===== src/rtl/spi_pkg.sv =====
// Shared types and constants for the SPI slave sequencing logic.
package spi_pkg;

    // Sequencer states
    typedef enum logic [2:0] {
        IDLE,
        CHK_CMD,
        WRITE,
        READ_ADD,
        READ_DATA,
        WAIT_TX,
        SEND,
        DONE
    } state_e;

    // Command codes carried in rx_data[9:8]; forwarded to the RAM untouched
    localparam logic [1:0] CMD_WR_ADDR = 2'b00;
    localparam logic [1:0] CMD_WR_DATA = 2'b01;
    localparam logic [1:0] CMD_RD_ADDR = 2'b10;
    localparam logic [1:0] CMD_RD_DATA = 2'b11;

    // Default geometry
    localparam int RX_W_DEF       = 10;
    localparam int TX_W_DEF       = 8;
    localparam int TX_TIMEOUT_DEF = 16;

    // Width of a down-counter able to hold the largest of three reload values
    function automatic int cnt_width(input int a, input int b, input int c);
        int m;
        m = a;
        if (b > m) m = b;
        if (c > m) m = c;
        return $clog2(m + 1);
    endfunction

endpackage


===== src/rtl/spi_bit_counter.sv =====
// Loadable down-counter with terminal-count flag; shared by the rx bit count,
// the WAIT_TX timeout and the SEND shift count.
module spi_bit_counter #(
    parameter int W = 5
) (
    input  logic         clk,
    input  logic         rst_n,
    input  logic         load,
    input  logic [W-1:0] load_val,
    input  logic         dec,
    output logic         tc
);

    logic [W-1:0] count;

    // Load has priority over decrement; decrement saturates at zero
    always_ff @(posedge clk or negedge rst_n) begin
        if (!rst_n) begin
            count <= '0;
        end else if (load) begin
            count <= load_val;
        end else if (dec && (count != '0)) begin
            count <= count - 1'b1;
        end
    end

    assign tc = (count == '0);

endmodule


===== src/rtl/spi_slave_ctrl.sv =====
// SPI slave sequencer: frames transactions on ss_n, deserialises MOSI into an
// rx word for the RAM, and drives the PISO serialiser for read-data frames.
module spi_slave_ctrl
    import spi_pkg::*;
#(
    parameter int RX_W       = RX_W_DEF,
    parameter int TX_W       = TX_W_DEF,
    parameter int TX_TIMEOUT = TX_TIMEOUT_DEF
) (
    input  logic            clk,
    input  logic            rst_n,
    input  logic            ss_n,
    input  logic            mosi,
    output logic [RX_W-1:0] rx_data,
    output logic            rx_valid,
    input  logic            tx_valid,
    output logic            piso_load,
    output logic            piso_shift,
    output logic            miso_oe,
    output logic            tx_err,
    output logic            busy
);

    localparam int CNT_W = cnt_width(RX_W, TX_W, TX_TIMEOUT);

    // Reload values: the counter runs down to zero, so N cycles load N-1
    localparam logic [CNT_W-1:0] RX_LAST = CNT_W'(RX_W - 1);
    localparam logic [CNT_W-1:0] TX_LAST = CNT_W'(TX_W - 1);
    localparam logic [CNT_W-1:0] TO_LAST = CNT_W'(TX_TIMEOUT - 1);

    state_e            state;
    state_e            state_nxt;
    logic              rd_addr_done;
    logic [RX_W-1:0]   rx_shift;

    logic              abort;
    logic              cnt_load;
    logic [CNT_W-1:0]  cnt_val;
    logic              cnt_dec;
    logic              cnt_tc;
    logic              shift_en;
    logic              rx_fire;
    logic              rd_set;
    logic              rd_clr;

    spi_bit_counter #(
        .W (CNT_W)
    ) u_cnt (
        .clk      (clk),
        .rst_n    (rst_n),
        .load     (cnt_load),
        .load_val (cnt_val),
        .dec      (cnt_dec),
        .tc       (cnt_tc)
    );

    // ss_n rising mid-transaction discards the frame
    assign abort = ss_n && (state != IDLE) && (state != DONE);

    // State register
    always_ff @(posedge clk or negedge rst_n) begin
        if (!rst_n) begin
            state <= IDLE;
        end else begin
            state <= state_nxt;
        end
    end

    // Next-state, counter control and strobe outputs
    always_comb begin
        state_nxt  = state;
        cnt_load   = 1'b0;
        cnt_val    = '0;
        cnt_dec    = 1'b0;
        shift_en   = 1'b0;
        rx_fire    = 1'b0;
        rd_set     = 1'b0;
        rd_clr     = 1'b0;
        piso_load  = 1'b0;
        piso_shift = 1'b0;
        tx_err     = 1'b0;

        if (abort) begin
            // Counter reload to zero clears any bit count / timeout in flight
            state_nxt = IDLE;
            cnt_load  = 1'b1;
        end else begin
            case (state)
                IDLE: begin
                    if (!ss_n) state_nxt = CHK_CMD;
                end
                CHK_CMD: begin
                    cnt_load = 1'b1;
                    cnt_val  = RX_LAST;
                    if (!mosi)             state_nxt = WRITE;
                    else if (rd_addr_done) state_nxt = READ_DATA;
                    else                   state_nxt = READ_ADD;
                end
                WRITE, READ_ADD, READ_DATA: begin
                    shift_en = 1'b1;
                    if (cnt_tc) begin
                        rx_fire = 1'b1;
                        if (state == READ_DATA) begin
                            cnt_load  = 1'b1;
                            cnt_val   = TO_LAST;
                            state_nxt = WAIT_TX;
                        end else begin
                            rd_set    = (state == READ_ADD);
                            state_nxt = DONE;
                        end
                    end else begin
                        cnt_dec = 1'b1;
                    end
                end
                WAIT_TX: begin
                    // tx_valid on the final timeout cycle still wins
                    if (tx_valid) begin
                        piso_load = 1'b1;
                        cnt_load  = 1'b1;
                        cnt_val   = TX_LAST;
                        state_nxt = SEND;
                    end else if (cnt_tc) begin
                        tx_err    = 1'b1;
                        state_nxt = DONE;
                    end else begin
                        cnt_dec = 1'b1;
                    end
                end
                SEND: begin
                    piso_shift = 1'b1;
                    if (cnt_tc) begin
                        rd_clr    = 1'b1;
                        state_nxt = DONE;
                    end else begin
                        cnt_dec = 1'b1;
                    end
                end
                DONE: begin
                    if (ss_n) state_nxt = IDLE;
                end
                default: state_nxt = IDLE;
            endcase
        end
    end

    assign miso_oe = piso_shift;
    assign busy    = (state != IDLE);

    // MOSI deserialiser and rx word handoff; rx_valid trails the last bit by one cycle
    always_ff @(posedge clk or negedge rst_n) begin
        if (!rst_n) begin
            rx_shift <= '0;
            rx_data  <= '0;
            rx_valid <= 1'b0;
        end else begin
            rx_valid <= rx_fire;
            if (shift_en) rx_shift <= {rx_shift[RX_W-2:0], mosi};
            if (rx_fire)  rx_data  <= {rx_shift[RX_W-2:0], mosi};
        end
    end

    // Read-address/read-data ordering: set by a completed address frame,
    // cleared once read data has been fully shifted out
    always_ff @(posedge clk or negedge rst_n) begin
        if (!rst_n) begin
            rd_addr_done <= 1'b0;
        end else if (rd_set) begin
            rd_addr_done <= 1'b1;
        end else if (rd_clr) begin
            rd_addr_done <= 1'b0;
        end
    end

endmodule


===== config.mk =====
export PLATFORM = sky130hd
export DESIGN_NAME = spi_slave_ctrl
export DESIGN_NICKNAME = d
export VERILOG_FILES = /design/src/rtl/spi_pkg.sv /design/src/rtl/spi_bit_counter.sv /design/src/rtl/spi_slave_ctrl.sv
export SDC_FILE = /design/constraint.sdc
export NUM_CORES = 1
export LEC_CHECK = 0
export ABC_AREA = 1
export CAP_MARGIN = 0
export CORE_ASPECT_RATIO = 1.25
export CORE_MARGIN = 2
export CORE_UTILIZATION = 30
export CTS_CLUSTER_SIZE = 25
export DETAILED_ROUTE_END_ITERATION = 10
export PLACE_DENSITY = 0.6
export SYNTH_ARGS = -nofsm -noshare
export SYNTH_HDL_FRONTEND = slang
export SYNTH_SLANG_ARGS = --single-unit

===== constraint.sdc =====
create_clock -name clk -period 3 [get_ports clk]
set_clock_uncertainty 0.15 [all_clocks]
set_input_delay 0.6 -clock clk [delete_from_list [all_inputs] [get_ports clk]]
set_output_delay 0.6 -clock clk [all_outputs]
set_load 0.02 [all_outputs]

== Yosys cells after proc, flatten, opt, wreduce, memory -nomap -nowiden ==
Cells that the tools add are included.

* Register bits: 29
* Bits of input ports: 5
* Logic and storage cells: 76

* Add/sub/neg operators: 1
* Equality and inequality tests: 11
* Mux-type cells: 46
* Reductions and logical operators: 12

{| class="wikitable"
|+ Operators with widths
! cell !! count
|-
| 1-bit two-way mux || 27
|-
| 3-bit two-way mux || 9
|-
| 3-bit case mux with 6 select lines || 1
|-
| 3-bit == test, second input constant || 4
|-
| 4-bit two-way mux || 3
|-
| 3-bit inequality test, second input constant || 4
|-
| 4-bit case mux with 3 select lines || 1
|-
| 5-bit two-way mux || 2
|-
| 3-bit by 2-bit == test with 1-bit output, second input constant || 2
|-
| 5-bit zero test || 1
|-
| 5-bit nonzero test || 1
|-
| 5-bit by 1-bit subtractor with 5-bit output, second input constant || 1
|-
| 2-bit nonzero test || 2
|-
| 4-bit OR reduction || 1
|-
| 3-bit by 1-bit == test with 1-bit output, second input constant || 1
|-
| 1-bit logical AND || 3
|-
| 3-bit zero test || 1
|-
| 1-bit case mux with 3 select lines || 1
|-
| 3-bit AND reduction || 1
|-
| 3-bit nonzero test || 1
|-
| 3-bit OR reduction || 1
|-
| 2-bit two-way mux || 1
|-
| 1-bit case mux with 2 select lines || 1
|}

== Longest topological paths before layout ==
Gate-level depths: netlist of run 1.

* Depth in word-level cells: 8
* Mapped depth: 12
* Depth with buffers taken out: 12

== By module ==
Synthesis of run 1 repeated with hierarchy kept, for this count alone.

* Cells, all modules: 202
* Area total of the unflattened synthesis: 1687.9 um2

{| class="wikitable"
|+ Modules (own cells, without submodules)
! module !! instances !! cells an instance !! area each (um2) !! seq. area each (um2)
|-
| spi_slave_ctrl || 1 || 156 || 1352.5 || 600.6
|-
| spi_bit_counter || 1 || 46 || 335.3 || 125.1
|}

== Worst setup path before layout of run 1 ==
No wires, ideal clock.

* Kind: reg-to-output
* From: register u_cnt.count[0]
* To: output tx_err
* Arrival: 1542 ps
* Data required time: 2250 ps
* Setup slack: 708 ps
* Stages on the path, launching flop included: 9
* Cell sequence: dfrtp_1 > inv_1 > ha_1 > inv_1 > nor2_1 > nand2_4 > inv_1 > nand2_1 > nor3_1

* Cells in the longest elaborated chain, start to end: 5

{| class="wikitable"
|+ RTL lines
! element !! RTL line !! source
|-
| from (decl) || spi_bit_counter.sv:14 || <nowiki>logic [W-1:0] count;</nowiki>
|-
| from (signal assigned) || spi_bit_counter.sv:21 || <nowiki>count <= load_val;</nowiki>
|-
| from (signal assigned) || spi_bit_counter.sv:23 || <nowiki>count <= count - 1'b1;</nowiki>
|-
| 5-bit zero test || spi_bit_counter.sv:27 || <nowiki>assign tc = (count == '0);</nowiki>
|-
| 1-bit two-way mux || spi_slave_ctrl.sv:122 || <nowiki>end else if (cnt_tc) begin</nowiki>
|-
| 1-bit two-way mux || spi_slave_ctrl.sv:117 || <nowiki>if (tx_valid) begin</nowiki>
|-
| 1-bit two-way mux || spi_slave_ctrl.sv:88 || <nowiki>case (state)</nowiki>
|-
| 1-bit two-way mux || spi_slave_ctrl.sv:83 || <nowiki>if (abort) begin</nowiki>
|-
| to (decl) || spi_slave_ctrl.sv:20 || <nowiki>output logic tx_err,</nowiki>
|}

No other way between the ends.

== Final worst setup path of run 1 ==
* From: input tx_valid
* To: output piso_load

* Cells in the longest elaborated chain, start to end: 3

{| class="wikitable"
|+ RTL lines
! element !! RTL line !! source
|-
| from (decl) || spi_slave_ctrl.sv:16 || <nowiki>input logic tx_valid,</nowiki>
|-
| 1-bit two-way mux || spi_slave_ctrl.sv:117 ||
|-
| 1-bit two-way mux || spi_slave_ctrl.sv:88 ||
|-
| 1-bit two-way mux || spi_slave_ctrl.sv:83 ||
|-
| to (decl) || spi_slave_ctrl.sv:17 || <nowiki>output logic piso_load,</nowiki>
|}

No other way between the ends.

==> results_dict.tcl, run 1 <==
set metrics [dict create \
    status "finished, final reports clean" \
    final-hold-violation-count 0 \
    rsz0062_at_grt "no" \
    nFillCells 528 \
    row_count 29 \
    area_growth_pct 23.5 \
    port_buffers 20 \
    met2_usage_pct 18.8 \
    wl_per_cell_um 10.7 \
    top_usage_layer "met2" \
    drive_above_1_share_pct 16.7 \
    ys_warn_count 0 \
    swShare_pct 43.9 \
    final_cells 278 \
    routed_wl_um 2990 \
    whs_ps 318 \
    numCtsBuffers 5 \
    max_freq_mhz 353 \
    remaining_drc_errors 0 \
    cts.htree.levels 2 \
    ys_seq_elements 29 \
    ff_latch_area_um2 726 \
    numClockSinks 29 \
    die_h_um 84.4 \
    finalSetupViolCount 0 \
    synth_top_area_share_pct 46.8 \
    io_pins 21 \
    die-area_um2 5770 \
    syn-num-nets 196 \
    drt-pass1-iter-count 4 \
    clock_path_buffers 2 \
    drv_slew 0 \
    multi_input_area_um2 706 \
    antenna_found_initial 0 \
    critPathCaptureType "primary output" \
    fin_setup_tns_ps 0 \
    dr_total_vias 1267 \
    clkLatencyLatePin_ps 270 \
    p_seq_share_pct 33.0 \
    yosysUniqueCellTypes 27 \
    internal-power_w 0.00113 \
    worst_ep_arrival_time_ps 2080 \
    synth_area_um2 1550 \
    drt_iter0_drc 58 \
    holdBufCountCts 0 \
    dpl.cell_count 271 \
    gr-usage-all-layers_pct 12.4 \
    p_comb_share_pct 51.4 \
    required_ps 2250 \
    ys_seq_area_share_pct 46.8 \
    min_period_ps 2830 \
    synthTopCellsByArea "dfrtp_1 (47%), nand2_1 (14%), o21ai_2 (5.6%)" \
    core_region_area_um2 5040 \
    layout.nets 223 \
    vias_per_cell 4.56 \
    power_density_nw_per_um2 1060 \
    cts_tree "yes" \
    slew_headroom_pct 75.3 \
    clock_power_share_pct 15.6 \
    fin_crit_sh_pct 94.4 \
    postRouteAntennaNets 0 \
    met1_usage_pct 15.9 \
    dp_hpwl_um 2200 \
    worstPathMaxFanout 3 \
    grt_pass1_vias 1220 \
    worst_pin_slew_ps 370 \
    grt_pass1_wl_um 5460 \
    leakage_nw 0.943 \
    max-vdd-ir-drop_uv 315 \
    startpoint_type "primary input" \
    die_w_um 68.3 \
    synthCells 189 \
    gp_congestion 0.842 \
    syn_avg_cell_area_um2 8.21 \
    crit_type "primary input to primary output" \
    root_buffer "clkbuf_8" \
    clk_pin_slew_worst_paths_ps 60 \
    antenna_cells 0 \
    synth_top_area_cell "dfrtp_1" \
    hp-class "flop to flop" \
    p_switching_w 0.000889 \
    grt.overflow.total 0 \
    cap_violations 0 \
    grt_start_max_net_pins 30 \
    start_util_pct 30.8 \
    met3_usage_pct 3.89 \
]
## cell type report
class                      count  share of cell area, %
timing repair buffer          24                   12.1
multi-input combinational    133                   36.8
inverter                      23                   4.63
clock buffer                   7                   4.50
sequential                    29                   37.9
tap                           62                   4.05
## Yosys cell counts (all sizes together)
| library cell | instances |
|---|---|
| a21boi | 1 |
| nor3 | 3 |
| ha | 2 |
| o211ai | 2 |
| nor2 | 18 |
| clkbuf | 1 |
| a21oi | 3 |
| o21ai | 26 |
| nand3 | 8 |
| nand4 | 3 |
| buf | 3 |
| nand2 | 63 |
| o31ai | 1 |
| xor2 | 1 |
| nand3b | 2 |
| inv | 23 |
| dfrtp | 29 |
## worst paths after layout
path | startpoint | end | slack (ps) | depth (start not counted)
max | tx_valid | piso_load | 170 | 6
min | rx_data[9] | rx_data[9] | 320 | 2
max reg2reg | u_cnt.count[0] | u_cnt.count[1] | 1080 | 13
min reg2reg | rx_data[9] | rx_data[9] | 320 | 2
max in group asynchronous | rst_n | rx_data[7] | 1860 | 2
min in group asynchronous | rst_n | rx_shift[2] | 570 | 2
## routing by layer
metal  share of wire, %  wire length [um]  vias up
li1                   -                 -      655
met5                  0                 0        -
met2                 45              1340       25
met1                 49              1470      578
met3                3.4               103        9
met4                2.4                72        0
## power groups by stage
stage	Clock (W)	Sequential [W]	Combinational, W
after global routing	0.000343	0.000689	0.00120
after CTS	0.000330	0.000669	0.00105
final	0.000316	0.000668	0.00104
after global placement	0	0.000669	0.00104
after detailed placement	0	0.000675	0.00105
after floorplan	0	0.000703	0.000720
## per-stage QoR
step / util (%) / cell area (um^2) / total power (W) / worst slack (ps)
after floorplan: - / 1550 / 0.00142 / 708
after global placement: 36.2 / 1830 / 0.00171 / 173
after detailed placement: 36.2 / 1830 / 0.00172 / 177
after CTS: 38.0 / 1910 / 0.00205 / 79.4
after global routing: 38.0 / 1920 / 0.00224 / 59.4
final: 38.0 / 1920 / 0.00202 / 167
## flip-flops by register name (all words and copies together) (netlist names)
register	flops
rd_addr_done	1
u_cnt.count	5
rx_shift	9
rx_valid	1
rx_data	10
state	3
## repair_timing
| action | in CTS | in global routing |
|---|---|---|
| setup buffers | 0 | 0 |
| endpoints found under the hold margin | 0 | 0 |
| gates resized for setup | 0 | 1 |
| setup endpoints to repair | 0 | 1 |
## critical path: stages
cell and delay (ps):
clkdlybuf4s50_1 500, inv_1 60, nor2_2 140, inv_1 70, nor2_1 100, clkdlybuf4s50_1 610
## kinds of logic after synthesis
family | Yosys count | share of synthesized area (%)
buffers and inverters | 27 | 7.74
and+or+nand+nor | 97 | 29.6
DFF | 29 | 46.8
adders and majority gates | 2 | 1.61
AOI/OAI and AO/OA | 33 | 13.7
xor gates and xnor gates | 1 | 0.565
## placed cells by master (no fill, tap or decap)
cell / count
clkbuf_8: 6
nor2_8: 1
nor2_1: 12
inv_2: 2
inv_4: 1
buf_4: 4
xor2_1: 1
nand2_1: 58
nor2_4: 1
dfrtp_1: 29
nor2_2: 4
nand3_2: 2
dlymetal6s2s_1: 1
nand2_2: 3
ha_1: 2
nand3b_1: 2
inv_1: 20
o31ai_1: 1
a21boi_1: 1
clkbuf_1: 1
o21ai_0: 16
a21oi_1: 3
nand4_1: 3
nand2_4: 2
nor3_1: 3
nand3_1: 6
o211ai_1: 2
o21ai_2: 10
clkdlybuf4s50_1: 19
No activity file was read; power rests on OpenSTA's default activity.
==> inputs of run 2 (changes only) <==
Settings changed: GPL_TIMING_DRIVEN set to 0, PLACE_DENSITY 0.6 to 0.57.
==> run 2 against run 1 <==
Clock power shrank 3%. Hold slack lost 120 ps. Sequential cell count is the same. Combinational power is essentially flat. Sequential power shrank 3%. Total power shrank 0.70%. Final cell count grew 0.36%. Via count grew 0.71%. Die area is the same. Critical path type unchanged. Critical endpoint unchanged. Largest cell class unchanged. Largest power group unchanged.
==> results_dict.tcl, run 2 (same netlist as run 1, synthesis figures left out) <==
set metrics [dict create \
    start_util_pct 30.8 \
    gp_congestion 0.823 \
    max_freq_mhz 346 \
    core_region_area_um2 5040 \
    dp_hpwl_um 2290 \
    postCtsSetupBuffers 0 \
    dr.max_layer_used "met4" \
    area_growth_pct 23.1 \
    drive_above_1_share_pct 18.0 \
    worstPathMaxFanout 10 \
    fin_setup_tns_ps 0 \
    top_register "rx_data" \
    port_buffers 20 \
    root_buffer "clkbuf_8" \
    nFillCells 523 \
    final_cell_mix "nand2_1 (58), dfrtp_1 (29), inv_1 (20), clkdlybuf4s50_1 (18), o21ai_0 (16)" \
    layout.nets 223 \
    die_w_um 68.3 \
    required_ps 2250 \
    drt_iter0_drc 36 \
    slew_headroom_pct 57.2 \
    final-hold-violation-count 0 \
    fin_crit_sh_pct 96.3 \
    grt_start_max_net_pins 30 \
    io_pins 21 \
    cap_violations 0 \
    numClockSinks 29 \
    dr_total_vias 1276 \
    reg_top3 "rx_data (10), rx_shift (9), u_cnt.count (5)" \
    clkLatencyLatePin_ps 270 \
    power_density_nw_per_um2 1050 \
    final_common_cell "nand2_1" \
    max-vdd-ir-drop_uv 322 \
    wl_per_cell_um 10.8 \
    grt_pass1_vias 1212 \
    remaining_drc_errors 0 \
    rsz0062_at_grt "no" \
    postRouteAntennaNets 0 \
    numCtsBuffers 5 \
    die-area_um2 5770 \
    critPathCaptureType "primary output" \
    antenna_found_initial 0 \
    routed_wl_um 3010 \
    met3_wirelength_um 128 \
    vias_per_cell 4.57 \
    status "finished, final reports clean" \
    gr-usage-all-layers_pct 12.2 \
    leakage_nw 0.932 \
    clock_path_buffers 2 \
    cts.htree.levels 2 \
    clk_pin_slew_worst_paths_ps 60 \
    row_count 29 \
    drv_slew 0 \
    finalSetupViolCount 0 \
    cts_tree "yes" \
    worst_ep_arrival_time_ps 2140 \
    min_period_ps 2890 \
    startpoint_type "primary input" \
    grt.overflow.total 0 \
    largest_reg_flops 10 \
    crit_type "primary input to primary output" \
    die_h_um 84.4 \
    worst_pin_slew_ps 642 \
    power.total_w 0.00201 \
    wl_met1_um 1350 \
    hp-class "primary input to async pin" \
    antenna_cells 0 \
    drt-pass1-iter-count 4 \
    grt_pass1_wl_um 5420 \
    wl_met2_um 1490 \
]
run 2: changes by cell type in the layout (fill, tap and decap cells not counted), sizes merged:
cell,previous run,this run
dlygate4sd2,0,1
clkinv,0,2
clkdlybuf4s50,19,18
dlymetal6s2s,1,0
run 2: what timing repair did:
| item | 4_1_cts | 5_1_grt |
|---|---|---|
| endpoints found under the setup margin | 2 | 0 |
| resized for setup | 2 | 0 |
| hold endpoints to repair | 0 | 0 |
| hold buffers | 0 | 0 |
run 2: metal layers:
| metal | global-route usage, % | vias up |
|---|---|---|
| met1 | 15.5 | 588 |
| met2 | 19.0 | 25 |
| li1 | - | 658 |
| met3 | 3.49 | 5 |
| met4 | 5.09 | 0 |
| met5 | 0 | - |
run 2: through the flow:
stage               worst slack (ps)  util, %  instances  area (um^2)  hold WS (ps)
floorplan                        708        -        189         1550           154
global placement               -26.8     36.3        271         1830           316
detailed placement             -34.3     36.3        271         1830           320
CTS                             75.7     38.0        279         1920           336
global route                    22.7     37.9        279         1910           252
finish                           112     37.9        279         1910           195
run 2: layout make-up:
| type | instances | area, um^2 | share of cell area (%) |
|---|---|---|---|
| Sequential cell | 29 | 726 | 38.0 |
| Multi-Input combinational cell | 133 | 711 | 37.2 |
| Timing Repair Buffer | 20 | 194 | 10.2 |
| Inverter | 23 | 88.8 | 4.65 |
| Tap cell | 62 | 77.6 | 4.06 |
| Clock buffer | 6 | 72.6 | 3.80 |
| Buffer | 4 | 31.3 | 1.64 |
| Clock inverter | 2 | 10.0 | 0.524 |
run 2: power by group:
group	total, W	leakage [nW]	internal (W)	switching [W]
Sequential	0.000650	0.383	0.000547	0.000103
Clock	0.000306	0.0450	0.000160	0.000146
Combinational	0.00105	0.504	0.000403	0.000650
run 2: worst paths after layout:
kind / endpoint / cells after the start / slack (ps) / startpoint
max: piso_load / 5 / 110 / ss_n
min: rx_data[3] / 1 / 200 / rst_n
max reg2reg: u_cnt.count[1] / 12 / 1150 / u_cnt.count[0]
min reg2reg: rx_data[9] / 2 / 330 / rx_data[9]
max in group asynchronous: u_cnt.count[4] / 1 / 2080 / rst_n
min in group clk: rx_data[9] / 2 / 330 / rx_data[9]
run 2: worst max-delay path, cell delays in order:
cell and delay, ps:
clkdlybuf4s50_1 570, nand3_2 230, inv_2 150, nor2_1 50, clkdlybuf4s50_1 530
==> inputs of run 3 (changes only) <==
Settings changed: CORE_UTILIZATION 30 to 50, PLACE_DENSITY 0.57 to not set, PLACE_DENSITY_LB_ADDON set to 0.15.
==> run 3 against run 2 <==
Via count is 3.8% higher. Utilization is 25 points higher. Wire length is 4.4% higher. Register-to-register slack worse by 20 ps. Hold slack worse by 59 ps. Largest power group unchanged. Sequential power is 0.8% higher.
==> results_dict.tcl, run 3 (same netlist as run 1, synthesis figures left out) <==
set metrics [dict create \
    status "finished, final reports clean" \
    vias_per_cell 5.25 \
    cts.htree.levels 2 \
    worst_ep_arrival_time_ps 2160 \
    routed_wl_um 3150 \
    area_growth_pct 19.3 \
    die_h_um 66.3 \
    rrSetupSlack_ps 1130 \
    reg2reg_from "u_cnt.count[0]" \
    setup_ws_ps 85.8 \
    rsz0062_at_grt "no" \
    drive_above_1_share_pct 17.6 \
    clock_path_buffers 2 \
    gp_congestion 0.907 \
    hp-class "primary input to async pin" \
    port_buffers 20 \
    final_common_cell "nand2_1" \
    top_register "rx_data" \
    postRouteAntennaNets 0 \
    ff_latch_area_um2 726 \
    clkLatencyLatePin_ps 320 \
    power_density_nw_per_um2 1060 \
    nFillCells 272 \
    holdBufCountCts 0 \
    startpoint_type "primary input" \
    grt.overflow.total 0 \
    remaining_drc_errors 0 \
    row_count 22 \
    numClockSinks 29 \
    grt_pass1_wl_um 5600 \
    multi_input_area_um2 711 \
    drv_slew 0 \
    dp_slack_ps 10.2 \
    reg_top3 "rx_data (10), rx_shift (9), u_cnt.count (5)" \
    layout.nets 223 \
    finalSetupViolCount 0 \
    gr-usage-all-layers_pct 21.8 \
    drt-pass1-iter-count 4 \
    grt_start_max_net_pins 30 \
    worstPathMaxFanout 4 \
    dp_hpwl_um 2260 \
    core_region_area_um2 2950 \
    clk_pin_slew_worst_paths_ps 90 \
    start_util_pct 52.7 \
    die-area_um2 3570 \
    largest_reg_flops 10 \
    postCtsSetupBuffers 0 \
    min_period_ps 2910 \
    rr_endpoint "u_cnt.count[2]" \
    drt_iter0_drc 26 \
    reg2reg_depth 12 \
    max_freq_mhz 343 \
    die_w_um 53.8 \
    slew_headroom_pct 57.8 \
    required_ps 2250 \
    critPathCaptureType "primary output" \
    io_pins 21 \
    crit_type "primary input to primary output" \
    antenna_cells 0 \
    grt_pass1_vias 1293 \
    cts_resized 2 \
    leakage_nw 0.918 \
    numCtsBuffers 5 \
    final_cell_mix "nand2_1 (58), dfrtp_1 (29), inv_1 (20), clkdlybuf4s50_1 (18), o21ai_0 (16)" \
    cts_tree "yes" \
    wl_per_cell_um 12.5 \
    cap_violations 0 \
    antenna_found_initial 0 \
    worst_pin_slew_ps 633 \
    max-vdd-ir-drop_uv 631 \
    final-hold-violation-count 0 \
    fin_crit_sh_pct 97.1 \
    dr_total_vias 1324 \
    root_buffer "clkbuf_4" \
    fin_util_pct 62.8 \
]
-- run 3: metrics by stage --
stage          hold WS, ps  power [W]  std cells  area (um^2)  setup TNS, ps
3_5_place_dp           319    0.00173        245         1800              0
5_1_grt                179    0.00215        252         1850              0
2_1_floorplan          154    0.00142        189         1550              0
4_1_cts                340    0.00199        252         1860              0
3_3_place_gp           309    0.00169        245         1800          -12.9
6_report               136    0.00197        252         1850              0
-- run 3: cell type report --
| type | count | share of cell area, % |
|---|---|---|
| tap | 36 | 2.43 |
| multi-input combinational | 133 | 38.4 |
| clock buffer | 7 | 2.97 |
| inverter | 23 | 4.80 |
| timing repair buffer | 20 | 10.5 |
| sequential | 29 | 39.2 |
| buffer | 4 | 1.69 |
-- run 3: worst max-delay path: stages --
cell and delay (ps):
clkdlybuf4s50_1 490, nor3_2 320, buf_4 160, clkdlybuf4s50_1 590
-- run 3: routing by layer --
layer,global-route usage (%),share of wire [%]
met3,5.43,4.2
met5,0,0
met4,11.5,1.6
met1,24.2,42
met2,36.9,52
-- run 3: worst max-delay path by stage --
stage                   start    endpoint  slack (ps)
6_report                 ss_n  piso_shift          90
5_1_grt                  ss_n   piso_load          20
4_1_cts                  ss_n  piso_shift         120
3_5_place_dp             ss_n  piso_shift          10
3_3_place_gp             ss_n  piso_shift         -10
2_1_floorplan  u_cnt.count[0]      tx_err         710
-- run 3: report_power, final --
part / internal (W) / leakage [nW] / switching, W / total (W)
registers: 0.000546 / 0.383 / 0.000109 / 0.000655
logic: 0.000404 / 0.504 / 0.000669 / 0.00107
clock network: 0.000110 / 0.0314 / 0.000132 / 0.000242
